$ cat config.mk
export PLATFORM = sky130hd
export DESIGN_NAME = mul_hilo_ctrl
export DESIGN_NICKNAME = d
export VERILOG_FILES = /design/src/rtl/mul_hilo_ctrl_pkg.sv /design/src/rtl/mul_hilo_ctrl.sv
export SDC_FILE = /design/constraint.sdc
export NUM_CORES = 1
export LEC_CHECK = 0
export ABC_CLOCK_PERIOD_IN_PS = 2100
export CAP_MARGIN = 20
export CORE_MARGIN = 1.5
export CORE_UTILIZATION = 37
export DETAILED_ROUTE_END_ITERATION = 8
export GPL_TIMING_DRIVEN = 0
export MAX_ROUTING_LAYER = met4
export PLACE_DENSITY = 0.74
export REMOVE_ABC_BUFFERS = 1
export SLEW_MARGIN = 10
export SYNTH_ARGS = -nofsm -noshare
export SYNTH_HDL_FRONTEND = slang
export SYNTH_SLANG_ARGS = --single-unit
$ cat constraint.sdc
create_clock -name clock -period 2.1 [get_ports clock]
set_input_delay 0.42 -clock clock [delete_from_list [all_inputs] [get_ports clock]]
set_output_delay 0.42 -clock clock [all_outputs]
set_load 0.01 [all_outputs]
$ cat src/rtl/mul_hilo_ctrl_pkg.sv
// Shared types and constants for the HI/LO multiply controller.
package mul_pkg;

    typedef enum logic [1:0] {
        ST_IDLE,
        ST_RUN,
        ST_DONE
    } state_e;

    localparam int unsigned MUL_WIDTH = 32;
    localparam int unsigned CNT_W     = $clog2(16);

endpackage

$ cat src/rtl/mul_hilo_ctrl.sv
// Multicycle controller for the external combinational multiplier plus HI/LO registers.
// Optional sticky signed-overflow flag enabled by defining MUL_HILO_OVF_EN.
module mul_hilo_ctrl
    import mul_pkg::*;
#(
    parameter int unsigned WIDTH      = MUL_WIDTH,
    parameter int unsigned MUL_CYCLES = 4
) (
    input  logic               clock,
    input  logic               clear_n,
    input  logic               start,
    input  logic               abort,
    input  logic [WIDTH-1:0]   op_a,
    input  logic [WIDTH-1:0]   op_b,
    output logic [WIDTH-1:0]   mul_a,
    output logic [WIDTH-1:0]   mul_b,
    input  logic [2*WIDTH-1:0] mul_p,
    input  logic               hi_wr,
    input  logic               lo_wr,
    input  logic [WIDTH-1:0]   bus_in,
    output logic [WIDTH-1:0]   hi_out,
    output logic [WIDTH-1:0]   lo_out,
    output logic               busy,
    output logic               done,
    output logic               ovf
);

    state_e             state_q, state_d;
    logic [CNT_W-1:0]   cnt_q, cnt_d;
    logic [WIDTH-1:0]   a_q, a_d, b_q, b_d;
    logic [WIDTH-1:0]   hi_q, hi_d, lo_q, lo_d;
    logic               capture;

    always_ff @(posedge clock or negedge clear_n) begin
        if (!clear_n) begin
            state_q <= ST_IDLE;
            cnt_q   <= '0;
            a_q     <= '0;
            b_q     <= '0;
            hi_q    <= '0;
            lo_q    <= '0;
        end else begin
            state_q <= state_d;
            cnt_q   <= cnt_d;
            a_q     <= a_d;
            b_q     <= b_d;
            hi_q    <= hi_d;
            lo_q    <= lo_d;
        end
    end

    always_comb begin
        state_d = state_q;
        cnt_d   = cnt_q;
        a_d     = a_q;
        b_d     = b_q;
        capture = 1'b0;

        case (state_q)
            ST_IDLE, ST_DONE: begin
                if (start) begin
                    a_d     = op_a;
                    b_d     = op_b;
                    cnt_d   = CNT_W'(MUL_CYCLES - 1);
                    state_d = ST_RUN;
                end else begin
                    state_d = ST_IDLE;
                end
            end
            ST_RUN: begin
                if (abort) begin
                    state_d = ST_IDLE;
                end else if (cnt_q == '0) begin
                    capture = 1'b1;
                    state_d = ST_DONE;
                end else begin
                    cnt_d = cnt_q - 1'b1;
                end
            end
            default: state_d = ST_IDLE;
        endcase

        // Bus writes first so that a same-edge product capture overrides them.
        hi_d = hi_q;
        lo_d = lo_q;
        if (hi_wr) hi_d = bus_in;
        if (lo_wr) lo_d = bus_in;
        if (capture) begin
            hi_d = mul_p[2*WIDTH-1:WIDTH];
            lo_d = mul_p[WIDTH-1:0];
        end
    end

`ifdef MUL_HILO_OVF_EN
    logic ovf_q, ovf_d;

    always_comb begin
        ovf_d = ovf_q;
        if (hi_wr || lo_wr) ovf_d = 1'b0;
        if (capture && (mul_p[2*WIDTH-1:WIDTH] != {WIDTH{mul_p[WIDTH-1]}})) ovf_d = 1'b1;
    end

    always_ff @(posedge clock or negedge clear_n) begin
        if (!clear_n) ovf_q <= 1'b0;
        else          ovf_q <= ovf_d;
    end

    assign ovf = ovf_q;
`else
    assign ovf = 1'b0;
`endif

    assign mul_a  = a_q;
    assign mul_b  = b_q;
    assign hi_out = hi_q;
    assign lo_out = lo_q;
    assign busy   = (state_q == ST_RUN);
    assign done   = (state_q == ST_DONE);

endmodule

# After elaboration in Yosys (flattened, before gate mapping)
# Index checks and enable logic that the tools add are counted.
[word_totals] word_cells=36 reg_bits=134 in_bits=166
[classes] n_mux=15 eq_ne=6 reduce_logical=8 add_sub_neg=1
[op_table] op="2-to-1 mux 32 bit" n=4
[op_table] op="2-to-1 mux 4 bit" n=3
[op_table] op="one-hot mux 4 bit (2 select lines)" n=1
[op_table] op="inequality test 2 bit, second input constant" n=3
[op_table] op="nonzero test 2 bit" n=3
[op_table] op="zero test 4 bit" n=1
[op_table] op="2-to-1 mux 1 bit" n=4
[op_table] op="2-to-1 mux 2 bit" n=2
[op_table] op="one-hot mux 2 bit (2 select lines)" n=1
[op_table] op="AND reduction 4 bit" n=1
[op_table] op="subtractor 4 x 1 -> 4 bit, second input constant" n=1
[op_table] op="inequality test 3 x 2 -> 1 bit, second input constant" n=1
[op_table] op="equality test 2 x 1 -> 1 bit, second input constant" n=1
[op_table] op="equality test 2 bit, second input constant" n=1
[op_table] op="zero test 2 bit" n=1
[op_table] op="AND reduction 2 bit" n=1
[op_table] op="OR reduction 2 bit" n=1

# Longest topological paths before layout
# Gate-level depths: netlist of run 1.
[depth] depth_word=5 mapped_depth=6 mapped_depth_nobuf=5

# Worst setup path before layout of run 1
# No wires, ideal clock.
[synth_path] path_type="in2reg" start="in lo_wr" end="reg lo_q[10] (netlist: lo_out[10])" t_required_ns=1.975 slack_ns=0.589 path_buffers=2 stages=4 arrival_time_ns=1.386 cell_sequence="clkbuf_1 buf_2 mux2_2 mux2_2"
[synth_via] elab_chain_cells=1
[synth_rtl] element="start: declaration" line="mul_hilo_ctrl.sv:19" rtl="input logic lo_wr,"
[synth_rtl] element="nonzero test 2 bit (no line)"
[synth_rtl] element="end signal: assignment" line="mul_hilo_ctrl.sv:48" rtl="lo_q <= lo_d;"
[synth_rtl] element="end: declaration" line="mul_hilo_ctrl.sv:31" rtl="logic [WIDTH-1:0] hi_q, hi_d, lo_q, lo_d;"
# No other way between the ends.
# A chain may end at the register's enable or synchronous reset.

# Final worst setup path of run 1
[layout_path] start="reg state_q[0]" end="out done"
[layout_via] elab_chain_cells=1
[layout_rtl] element="start: declaration" line="mul_hilo_ctrl.sv:28" rtl="state_e state_q, state_d;"
[layout_rtl] element="start signal: assignment" line="mul_hilo_ctrl.sv:43" rtl="state_q <= state_d;"
[layout_rtl] element="equality test 2 bit" line="mul_hilo_ctrl.sv:118" rtl="assign done = (state_q == ST_DONE);"
[layout_rtl] element="end: declaration" line="mul_hilo_ctrl.sv:24" rtl="output logic done,"
# No other way between the ends.

==> results of run 1 <==
## final cells by class
cell class	instances	area share (%)
tap	216	2.722
clock buffer	20	4.498
multi-input combinational	216	25.48
timing repair buffer	309	31.80
sequential	134	33.77
clock inverter	11	1.499
inverter	6	0.2268
## repair_timing
action / in CTS / in global routing
setup endpoints to repair: 57 / 1
pin swaps: 1 / 0
hold buffers: 1 / 0
cloned: 0 / 0
setup buffers: 2 / 0
endpoints found under the hold margin: 22 / 0
resized for setup: 0 / 1
## final timing paths
check	from	slack, ps	endpoint	depth (start not counted)
setup reg to reg	cnt_q[0]	200	lo_out[5]	7
hold / removal	mul_b[22]	500	mul_b[22]	1
setup / recovery	state_q[0]	130	done	2
max in group asynchronous	clear_n	710	hi_out[20]	3
min in group asynchronous	clear_n	570	mul_a[23]	2
hold reg to reg	mul_b[22]	500	mul_b[22]	1
## cell families (layout without fill, tap and decap cells)
group / after synthesis / in the layout / share of synthesized area, %
AOI/OAI and AO/OA: 4 / 4 / 0.5167
and+or+nand+nor: 16 / 16 / 1.756
other: 1 / 1 / 0.06192
muxes: 193 / 193 / 38.90
buffers and inverters: 30 / 346 / 2.975
adders and majority gates: 2 / 2 / 0.4132
DFF: 134 / 134 / 55.37
## stage by stage
step,setup WS (ps),total power (W),cell area [um^2],hold WS [ps],TNS (ps)
floorplan,-2409,0.004902,5898,124.4,-282320
finish,128.6,0.009706,9930,503.9,0
global placement,-4628,0.006679,9121,489.2,-1110670
CTS,12.66,0.009828,9927,508.3,0
detailed placement,-706.7,0.006769,9306,441.9,-34230
global route,56.82,0.01019,9930,519.4,0
## metal layers
layer / track usage (%) / up-vias
met1: 21.82 / 2085
li1: - / 1961
met3: 7.573 / 21
met2: 33.25 / 207
met4: 6.852 / 0
met5: - / -
## placed cells by master (no fill, tap or decap), types with 2 or more instances in the layout
master,n
inv_6,2
clkinv_2,2
buf_2,2
nand4_1,2
mux2_2,143
dfrtp_1,134
buf_4,2
buf_6,4
buf_12,4
o311ai_0,2
inv_1,6
clkbuf_16,17
buf_8,3
or3_1,2
mux2_4,49
nand2b_1,2
clkbuf_1,2
clkinvlp_4,3
clkdlybuf4s50_1,291
bufinv_16,3
nor2b_1,2
ha_1,2
## power breakdown
group / total [W] / internal (W) / switching, W
Combinational: 0.00315 / 0.00204 / 0.00111
Sequential: 0.00353 / 0.00320 / 0.000335
Clock: 0.00302 / 0.00190 / 0.00112
Total: 0.00971 / 0.00714 / 0.00256
## critical path, stage by stage, from the launching register on
cell	delay, ps
dfrtp_1	440
nor2b_1	150
clkdlybuf4s50_1	550
## registers in the layout, summed over array words and instances (netlist names)
signal,cells
mul_b,32
lo_out,32
cnt_q,4
state_q,2
hi_out,32
mul_a,32
==> metrics.md, run 1 <==
| Metric | Value |
|---|---|
| Cell row count | 46 |
| Grt ovf | 0 |
| Synth-to-layout area growth | 63.97% |
| Final core occ | 62.28% |
| Final Skew | 10.44 ps |
| Max cap viols | 0 |
| Yosys warnings | 0 |
| DIE HEIGHT | 130.9 um |
| Syn Std Cell Area | 0.006056 mm^2 |
| Clock root cell | clkbuf_16 |
| Die width | 130.9 um |
| Top sig layer | met4 |
| Routed length per placed instance | 18.25 um |
| DRT antenna net count | 0 |
| Io pins | 297 |
| RD Place Congestion | 0.8286 |
| Fmax | 507.3 MHz |
| I/O Buffers | 295 |
| GRT Overall Usage | 19.90% |
| DP HPWL | 12.93 mm |
| NumNets Final | 852 |
| CTS tree | yes |
| Final cell count without fillers | 912 |
| DIE AREA | 0.01714 mm^2 |
| Fin crit period | 1971 ps |
| DRC | 0 |
| Slew Viols, Final | 0 |
| FILL cells | 1202 |
| Post-synth top cells | mux2_2 (143), dfrtp_1 (134), mux2_4 (49), buf_2 (15) |
| Seq/Total Area, Yosys | 55.37% |
| Main synth FF type | dfrtp_1 |
| Number of global-route vias before repair | 4694 |
| Placed insts | 878 |
| Num CTS Buffers | 17 |
| Asr flop ratio synth | 100.0% |
| Leakage | 4.252 nW |
| Met3 WL | 1.691 mm |
| Seq. cell area | 0.003353 mm^2 |
| Status | finished clean |
| Met1 wire length | 6.394 mm |
| Vias per inst | 4.686 |
| Crit Path Class | register to output pin |
| WL final | 16.64 mm |
| Post-synth EDFFs | 0 |
| #FFs+latches synth | 134 |
| Clock-pin slew on the worst setup and hold paths | 60 ps |
| Pin count of the biggest net entering global routing | 76 |
| Worst-Margin Slew | 639.7 ps |
| Most common cell in the synthesized netlist | mux2_2 |
| Initial antenna violation count | 0 |
| Crit path DAT | 1550 ps |
| Yosys top cell area share | 55.37% |
| Clock sink total | 134 |
| Unrepaired setup endpoints after global routing | no |
| Peak VDD IR | 0.0004814 V |
| Post-Synthesis Cells | 380 |
| Final period util | 93.88% |
| CTS Buffer Depth | 2 |
| Startpoint class of the critical path | register |
| Synth area leaders | dfrtp_1 (55%), mux2_2 (27%), mux2_4 (12%) |
| Iteration-0 DRC Markers | 101 |
| Capturing element type of the critical path | output pin |
| Number of diodes | 0 |
| Initial core utilization | 37.98% |
| Share of layout cells above drive strength 1 | 34.48% |
| Area of the multi-input gates | 0.002530 mm^2 |
| Drt pass-1 iters | 4 |
| Metal2 WL | 8.284 mm |
| Yosys cell types | 25 |
| Rel. slew slack | 57.26% |
| Final Hold Vio Count | 0 |
| CTS H-Tree Depth | 4 |
| HP Class | register to register |
| Core area | 0.01594 mm^2 |
| First-pass GRT wire length | 24.67 mm |
| Power Density | 977.5 mW/mm^2 |
| Vias | 4274 |
| Final setup viols | 0 |
| Mean post-synth cell area | 15.94 um^2 |
| Maximum fanout along the worst path | 5 |
| Skew-Pair Late Insertion Delay | 410 ps |
| WP data required | 1680 ps |
| Synth area leader | dfrtp_1 |
Power figures use the tool's default switching activity.
==> run 2, diff against run 1 <==
Settings changed: GPL_TIMING_DRIVEN 0 to 1.
==> metrics.md, run 2 (same netlist as run 1, synthesis figures left out) <==
| Metric | Value |
|---|---|
| Drt pass-1 iters | 4 (unchanged) |
| Skew-Pair Late Insertion Delay | 410 ps (about the same) |
| Core area | 0.01594 mm^2 (unchanged) |
| Worst Reg-to-Reg Cells | 6 (-1) |
| Maximum fanout along the worst path | 5 (unchanged) |
| Final Cell Area | 0.009968 mm^2 (+0.39%) |
| Commonest non-fill, non-tap cells in the layout | clkdlybuf4s50_1 (291), mux2_2 (143), dfrtp_1 (134) |
| Synth-to-layout area growth | 64.61% |
| Commonest non-fill, non-tap cell in the layout | clkdlybuf4s50_1 |
| WL final | 16.78 mm (+0.85%) |
| Area of the multi-input gates | 0.002530 mm^2 (unchanged) |
| Clock root cell | clkbuf_16 |
| Share of layout cells above drive strength 1 | 35.33% (+0.84 points) |
| Number of global-route vias before repair | 4795 (+2.2%) |
| GRT Overall Usage | 20.17% (+0.27 points) |
| HP Class | register to register |
| Num CTS Buffers | 17 (unchanged) |
| Post-CTS Setup Inserts | 0 (-2) |
| Vias per inst | 4.755 (+1.5%) |
| RD Place Congestion | 0.7910 (-4.5%) |
| FILL cells | 1221 (+1.6%) |
| Pin count of the biggest net entering global routing | 50 (-34%) |
| Unrepaired setup endpoints after global routing | no |
| Peak VDD IR | 0.0005124 V (+6.4%) |
| Hold Path Sink | mul_b[2] |
| Power Density | 976.5 mW/mm^2 (-0.11%) |
| Fin crit period | 1983 ps (+12.04 ps) |
| Leakage | 4.271 nW (+0.44%) |
| Cell Area, Placed | 0.009355 mm^2 (+0.52%) |
| Hold depth | 1 (unchanged) |
| DIE AREA | 0.01714 mm^2 (unchanged) |
| Vias | 4365 (+2.1%) |
| Initial core utilization | 37.98% (unchanged) |
| Routed length per placed instance | 18.28 um (+0.19%) |
| Crit Path Class | register to output pin |
| First-pass GRT wire length | 24.99 mm (+1.3%) |
| DP HPWL | 12.92 mm (about the same) |
| Final Hold Vio Count | 0 (unchanged) |
| NumNets Final | 857 (+0.59%) |
| Max cap viols | 0 (unchanged) |
| Dpl ws | 164.5 ps (+871.2 ps) |
| Number of diodes | 0 (unchanged) |
| Final period util | 94.45% (+0.57 points) |
| Seq. cell area | 0.003353 mm^2 (unchanged) |
| Slew Viols, Final | 0 (unchanged) |
| R2R setup slack | 410 ps (+210 ps) |
| CTS H-Tree Depth | 4 (unchanged) |
| Status | finished clean |
| Worst reg2reg endpoint | hi_out[31] |
| Hold path startpoint | mul_b[2] |
| Fmax | 504.2 MHz (-0.61%) |
| DRT antenna net count | 0 (unchanged) |
| Grt ovf | 0 (unchanged) |
| Final Skew | 8.247 ps (-2.196 ps) |
| Setup slack after layout | 116.6 ps (-12.04 ps) |
| Final setup viols | 0 (unchanged) |
| Clock-pin slew on the worst setup and hold paths | 60 ps (about the same) |
| Iteration-0 DRC Markers | 87 (-14%) |
| Startpoint class of the critical path | register |
| Crit path DAT | 1560 ps (about the same) |
| Worst R2R Start | cnt_q[0] |
| Io pins | 297 (unchanged) |
| CTS tree | yes |
| Cell row count | 46 (unchanged) |
| Initial antenna violation count | 0 (unchanged) |
| Clock sink total | 134 (unchanged) |
| I/O Buffers | 295 (unchanged) |
| Die width | 130.9 um (unchanged) |
| Capturing element type of the critical path | output pin |
| DIE HEIGHT | 130.9 um (unchanged) |
| WP data required | 1680 ps (about the same) |
| CTS Buffer Depth | 2 (unchanged) |
| DRC | 0 (unchanged) |
==> run 2: worst max-delay path, stage by stage (launching register included) <==
cell	delay, ps
dfrtp_1	440
nor2b_1	160
clkdlybuf4s50_1	560
==> run 2: worst max path at each step <==
stage	from	endpoint	slack, ps
final	state_q[0]	done	120
after global routing	state_q[0]	done	50
after CTS	state_q[0]	done	70
after detailed placement	abort	hi_out[31]	160
after global placement	abort	lo_out[31]	190
after floorplan	cnt_q[0]	hi_out[31]	-2410
==> run 2: per-layer routing <==
| layer | track usage (%) | routed length, um |
|---|---|---|
| met1 | 21.60 | 6428 |
| met3 | 7.003 | 1533 |
| met5 | - | 0 |
| met2 | 34.43 | 8418 |
| met4 | 7.757 | 401 |
==> run 2: area by class of cell <==
type	count	share of cell area (%)
Sequential cell	134	33.64
Timing Repair Buffer	314	31.98
Multi-Input combinational cell	216	25.38
Clock buffer	18	4.406
Tap cell	216	2.711
Clock inverter	14	1.657
Inverter	6	0.2259
==> run 2: per-stage QoR <==
| stage | power [W] | hold slack [ps] | std cells | utilization [%] | setup TNS (ps) |
|---|---|---|---|---|---|
| 6_report | 0.009734 | 502.1 | 918 | 62.53 | 0 |
| 5_1_grt | 0.01023 | 519.0 | 918 | 62.53 | 0 |
| 4_1_cts | 0.009867 | 508.3 | 918 | 62.53 | 0 |
| 3_5_place_dp | 0.006788 | 387.7 | 885 | 58.68 | 0 |
| 3_3_place_gp | 0.006678 | 375.6 | 885 | 58.68 | 0 |
| 2_1_floorplan | 0.004902 | 124.4 | 356 | - | -282320 |
==> run 2: report_power, final <==
part,switching [W],internal [W],leakage (nW)
registers,0.000348,0.00320,1.57
logic,0.00111,0.00205,2.42
clock network,0.00121,0.00182,0.284
total,0.00267,0.00707,4.27
==> run 2: timing repair <==
action	in CTS	in global routing
endpoints found under the setup margin	1	0
hold buffers	1	0
endpoints found under the hold margin	41	0
resized for setup	1	0
==> variant 1 (flow settings as in run 2) <==
Take the reset off `a_q`, `b_q`, `hi_q` and `lo_q` and load them in a clocked block of their own.
--- a/src/rtl/mul_hilo_ctrl.sv
+++ b/src/rtl/mul_hilo_ctrl.sv
@@ -35,18 +35,17 @@
         if (!clear_n) begin
             state_q <= ST_IDLE;
             cnt_q   <= '0;
-            a_q     <= '0;
-            b_q     <= '0;
-            hi_q    <= '0;
-            lo_q    <= '0;
         end else begin
             state_q <= state_d;
             cnt_q   <= cnt_d;
-            a_q     <= a_d;
-            b_q     <= b_d;
-            hi_q    <= hi_d;
-            lo_q    <= lo_d;
         end
+    end
+
+    always_ff @(posedge clock) begin
+        a_q  <= a_d;
+        b_q  <= b_d;
+        hi_q <= hi_d;
+        lo_q <= lo_d;
     end
 
     always_comb begin
Behaviour: not the same (Yosys sat finds a counterexample within 4 cycles, from zero or initial values; the reset may be asserted at any time).
==> variant 1 against run 2 <==
Core utilization increased by 4.7 points; global-route usage shrank 0.35 points; clock skew is 0.0028 ns lower; sequential cell count stayed put; die area is 15% lower; worst setup slack gained 0.060 ns; wire length shrank 19%; cell area decreased by 10%; area after synthesis fell by 16%; power fell by 16%; first-iteration DRC count increased by 100%; critical path type is now flop to flop; highest routed layer unchanged.
==> variant 1: results (changes against run 2) <==
* CTS Buf Count at 17 (unchanged)
* Sequential-to-total area share from yosys stat at 0.781 (+0.227)
* Main flop type after synthesis: edfxtp_1
* Pre-CTS setup slack at -0.118 ns (-0.282 ns)
* Final Hold Vio Count at 0 (unchanged)
* GRT Total Usage at 0.198 (-0.00347)
* Layout cell share with drive strength beyond 1 at 0.189 (-0.164)
* Post-synthesis async set-or-reset flop share at 0.0448 (-0.955)
* Fin nets at 722 (-16%)
* Worst min-delay path class: input pin to async pin
* CTS root buf: clkbuf_16
* Gate Count Post-Synth at 239 (-37%)
* Port buffer count at 295 (unchanged)
* H-tree depth at 4 (unchanged)
* Worst-path clk slew at 0.06 ns (about the same)
* Max incr delay on CP at 0.41 ns (-0.15 ns)
* EDFF count, synth at 128 (+128)
* Met1 WL at 4510 um (-30%)
* Crit path max-delay family: simple AND/OR/NAND/NOR gates
* Status: complete, no violations
* Netlist cell types at 25 (unchanged)
* Clk_skew at 0.00549 ns (-0.00276 ns)
* Data arrival time of the critical path at 2.08 ns (+0.52 ns)
* Maximum VDD drop at 0.491 mV (-4.2%)
* Post-synth top cells: edfxtp_1, mux2_2, mux2_4, dfrtp_1, nand2b_1
* Clock insertion delay at the later pin of the skew report at 0.41 ns (about the same)
* DP HPWL at 10600 um (-18%)
* Top post-synthesis cells by area: edfxtp_1, mux2_2, mux2_4
* WL met2 at 7250 um (-14%)
* Global-route wire length before repair at 20000 um (-20%)
* Hold Buf Count CTS at 0 (-1)
* Crit-path max FO at 17 (+12)
* Number of vias per cell at 4.56 (-4.0%)
* Area share of fa/ha/maj cells after synthesis at 0.00489 (+0.000763)
* Fin cells at 743 (-19%)
* First drt pass iteration count at 4 (unchanged)
* Detailed Route Iter0 Violations at 178 (+100%)
* Synth warn at 0 (unchanged)
* Critical Path Source Type: flop
* Leak Pwr at 3.36 nW (-21%)
* Gpl congestion at 0.801 (+1.2%)
* Number of fillers in the final layout at 965 (-21%)
* Synth Area in XOR/XNOR at 0 (unchanged)
* Post-synthesis mux area share at 0.165 (-0.224)
* Initial antenna violation count at 1 (+1)
* Clock Path Buffers at 2 (unchanged)
* Crit Reg-Reg Startpoint: cnt_q[0]$_DFFE_PN0P_
* Highest routed metal layer: met4
* CP max stage cell: dfrtp_1
* Cell Count Post-Placement at 711 (-20%)
* Largest net degree at the start of global routing at 64 (+28%)
* Final WL at 13700 um (-19%)
* Compound-gate portion of the synthesized area at 0.0125 (+0.00732)
* Vias in the first global route at 3549 (-26%)
* Met3 wire len at 1440 um (-5.9%)
[variant 1: changes by cell type after synthesis, sizes merged, moves of 4 or more]
cell / delta
buf: -14
dfrtp: -128
edfxtp: +128
mux2: -128
nand2b: +4
[variant 1: logic make-up (layout without fill, tap and decap cells)]
family | after synthesis | after routing
AOI/OAI and AO/OA | 8 | 8
adders and majority gates | 2 | 2
buffers and inverters | 12 | 339
DFF | 134 | 134
muxes | 66 | 66
other | 1 | 2
and+or+nand+nor | 16 | 16
[variant 1: per-stage QoR]
stage                     cell area, um^2  power (mW)
final                                8970        8.13
after global routing                 8970        8.47
after CTS                            8970        8.23
after detailed placement             8380        5.27
after global placement               8380        5.23
after floorplan                      5050        4.19
[variant 1: repair_timing]
action / 4_1_cts / 5_1_grt
endpoints found under the setup margin: 1 / 0
resized for setup: 1 / 0
setup buffers: 0 / 0
[variant 1: final cells by class]
cell class / count / area share
Clock inverter: 13 / 0.0174
Sequential cell: 134 / 0.445
Timing Repair Buffer: 304 / 0.345
Inverter: 4 / 0.00167
Tap cell: 176 / 0.0245
Multi-Input combinational cell: 93 / 0.118
Antenna cell: 1 / 0.000279
Clock buffer: 18 / 0.0478
[variant 1: final timing paths]
path / slack [ns] / end / depth (start not counted)
min reg2reg: 0.59 / cnt_q[1]$_DFFE_PN0P_ / 1
min: 0.26 / state_q[1]$_DFFE_PN0P_ / 1
max in group asynchronous: 1.61 / cnt_q[2]$_DFFE_PN0P_ / 1
max reg2reg: 0.18 / hi_out[16]$_DFFE_PP_ / 6
max: 0.18 / hi_out[16]$_DFFE_PP_ / 6
min in group clock: 0.56 / mul_a[31]$_DFFE_PP_ / 1
[variant 1: worst reg2reg max path: stages, from the launching register on]
cell     delay, ns
dfrtp_1       0.41
inv_1         0.10
ha_1          0.17
nor4b_2       0.30
nand2_4       0.12
buf_4         0.24
mux2_4        0.33
[variant 1: per-layer routing]
layer / global-route usage / vias to the layer above
li1: - / 1567
met1: 0.189 / 1612
met2: 0.342 / 184
met3: 0.0807 / 28
met4: 0.104 / 0
met5: - / -
[variant 1: report_power, final]
| part | total (mW) | internal, mW | switching, mW |
|---|---|---|---|
| registers | 3.51 | 3.38 | 0.125 |
| clock network | 2.94 | 1.85 | 1.09 |
| logic | 1.68 | 1.00 | 0.675 |
==> variant 2 (settings of run 2) <==
Made on the original files. Set the package constant `MUL_WIDTH` to 24 (it was 32).
--- a/src/rtl/mul_hilo_ctrl_pkg.sv
+++ b/src/rtl/mul_hilo_ctrl_pkg.sv
@@ -7,7 +7,7 @@
         ST_DONE
     } state_e;
 
-    localparam int unsigned MUL_WIDTH = 32;
+    localparam int unsigned MUL_WIDTH = 24;
     localparam int unsigned CNT_W     = $clog2(16);
 
 endpackage
Interface: changed (8 resized); port bits go from 297 to 225. The function was not compared with the original's and may differ.
==> variant 2 against run 2 <==
Area after synthesis down 25%; highest routed layer unchanged; clock power down 50%; largest cell class unchanged; worst setup slack worse by 0.019 ns; power down 34%; sequential cell count down 32; non-clock buffer count down 84; wire length down 26%; critical path depth unchanged; cell count down 17%; cell area down 27%; combinational power down 29%.
==> variant 2: results (changes against run 2) <==
* Clock Path Buffers at 2 (unchanged)
* R2r setup slk at 0.37 ns (-0.04 ns)
* Cell Count Post-Placement at 749 (-15%)
* Main flop type after synthesis: dfrtp_1
* Vias in the first global route at 3721 (-22%)
* Pre-CTS setup slack at 0.199 ns (+0.0345 ns)
* Crit. Startpoint: state_q[0]$_DFFE_PN0P_
* CP max stage cell: clkdlybuf4s50_1
* Gpl congestion at 0.793 (+0.23%)
* CTS root buf: clkbuf_16
* Post-synthesis mux area share at 0.246 (-0.143)
* Final critical-path required period at 2.00 ns (+0.0188 ns)
* Slew Limit Headroom at 0.657
* Seq pwr share at 0.414 (+0.050)
* GR Layer Usage met1 at 0.247 (+0.0311)
* CTS Buf Count at 9 (-8)
* Data arrival time of the critical path at 1.58 ns (+0.02 ns)
* Post_cts resized at 0 (-1)
* Sw Ratio at 0.289 (+0.0148)
* Crit-path max FO at 6 (+1)
* Met1 WL at 5360 um (-17%)
* Status: complete, no violations
* Layout cell share with drive strength beyond 1 at 0.199 (-0.154)
* Highest routed metal layer: met4
* DP HPWL at 9140 um (-29%)
* GRT Total Usage at 0.199 (-0.00283)
* Clk_skew at 0.00486 ns (-0.00338 ns)
* Comb power frac at 0.349 (+0.024)
* Post-placement cell area at 6960 um^2 (-26%)
* GR Util met2 at 0.324 (-0.0198)
* Netlist cell types at 26 (+4.0%)
* Leak Pwr at 3.25 nW (-24%)
* Sequential-to-total area share from yosys stat at 0.564 (+0.00982)
* WHS at 0.0428 ns (-0.459 ns)
* Global-route wire length before repair at 19300 um (-23%)
* Compound-gate portion of the synthesized area at 0.00608 (+0.000912)
* Port buffer count at 223 (-24%)
* ANT cells at 0 (unchanged)
* Met3 Resource Use GR at 0.0404 (-0.0297)
* Fin cells at 765 (-17%)
* Vias at 3669 (-16%)
* Fin nets at 741 (-14%)
* Worst min-delay path class: input pin to async pin
* FP Rows at 40 (-13%)
* Detailed Route Iter0 Violations at 171 (+97%)
* Maximum VDD drop at 0.554 mV (+8.2%)
* H-tree depth at 3 (-1)
* Top post-synthesis cells by area: dfrtp_1, mux2_2, nand2_1
* FF-to-FF path depth at 6 (unchanged)
* Post-synth top cells: nand2_1, dfrtp_1, mux2_2, clkbuf_1, mux2_4
* Clock insertion delay at the later pin of the skew report at 0.34 ns (-0.07 ns)
* FF-to-FF End: lo_out[18]$_DFFE_PN0P_
* Gate Count Post-Synth at 396 (+4.2%)
* Drt wl/cell at 16.2 um (-11%)
* Area share of fa/ha/maj cells after synthesis at 0.00552 (+0.00139)
* Worst-path clk slew at 0.07 ns
* Met3 wire len at 774 um (-50%)
* Comb power at 2.25 mW (-29%)
* WL met2 at 6020 um (-29%)
==> variant 2: worst max-delay path by stage <==
stage / to / slack, ns / cells past startpoint
3_3_place_gp: hi_out[17]$_DFFE_PN0P_ / 0.20 / 5
5_1_grt: busy / 0.02 / 2
4_1_cts: busy / 0.09 / 2
3_5_place_dp: hi_out[16]$_DFFE_PN0P_ / 0.20 / 5
6_report: busy / 0.1 / 2
2_1_floorplan: hi_out[0]$_DFFE_PN0P_ / -0.34 / 5
==> variant 2: worst reg2reg max path: cells and delay by family, from the launching register on <==
family	cells	cell delay [ns]
simple gates	2	0.24
mux	1	0.41
flops	1	0.39
fa+ha+maj	1	0.22
buf+inv	2	0.36
==> variant 2: layout make-up <==
cell class              count  area, um^2
clock buffers              12         246
clock inverters             4        22.5
fillers                   994        4730
inverters                   3        11.3
multi-input cells         267        1860
flip-flops and latches    102        2550
well taps                 147         184
repair buffers            230        2360
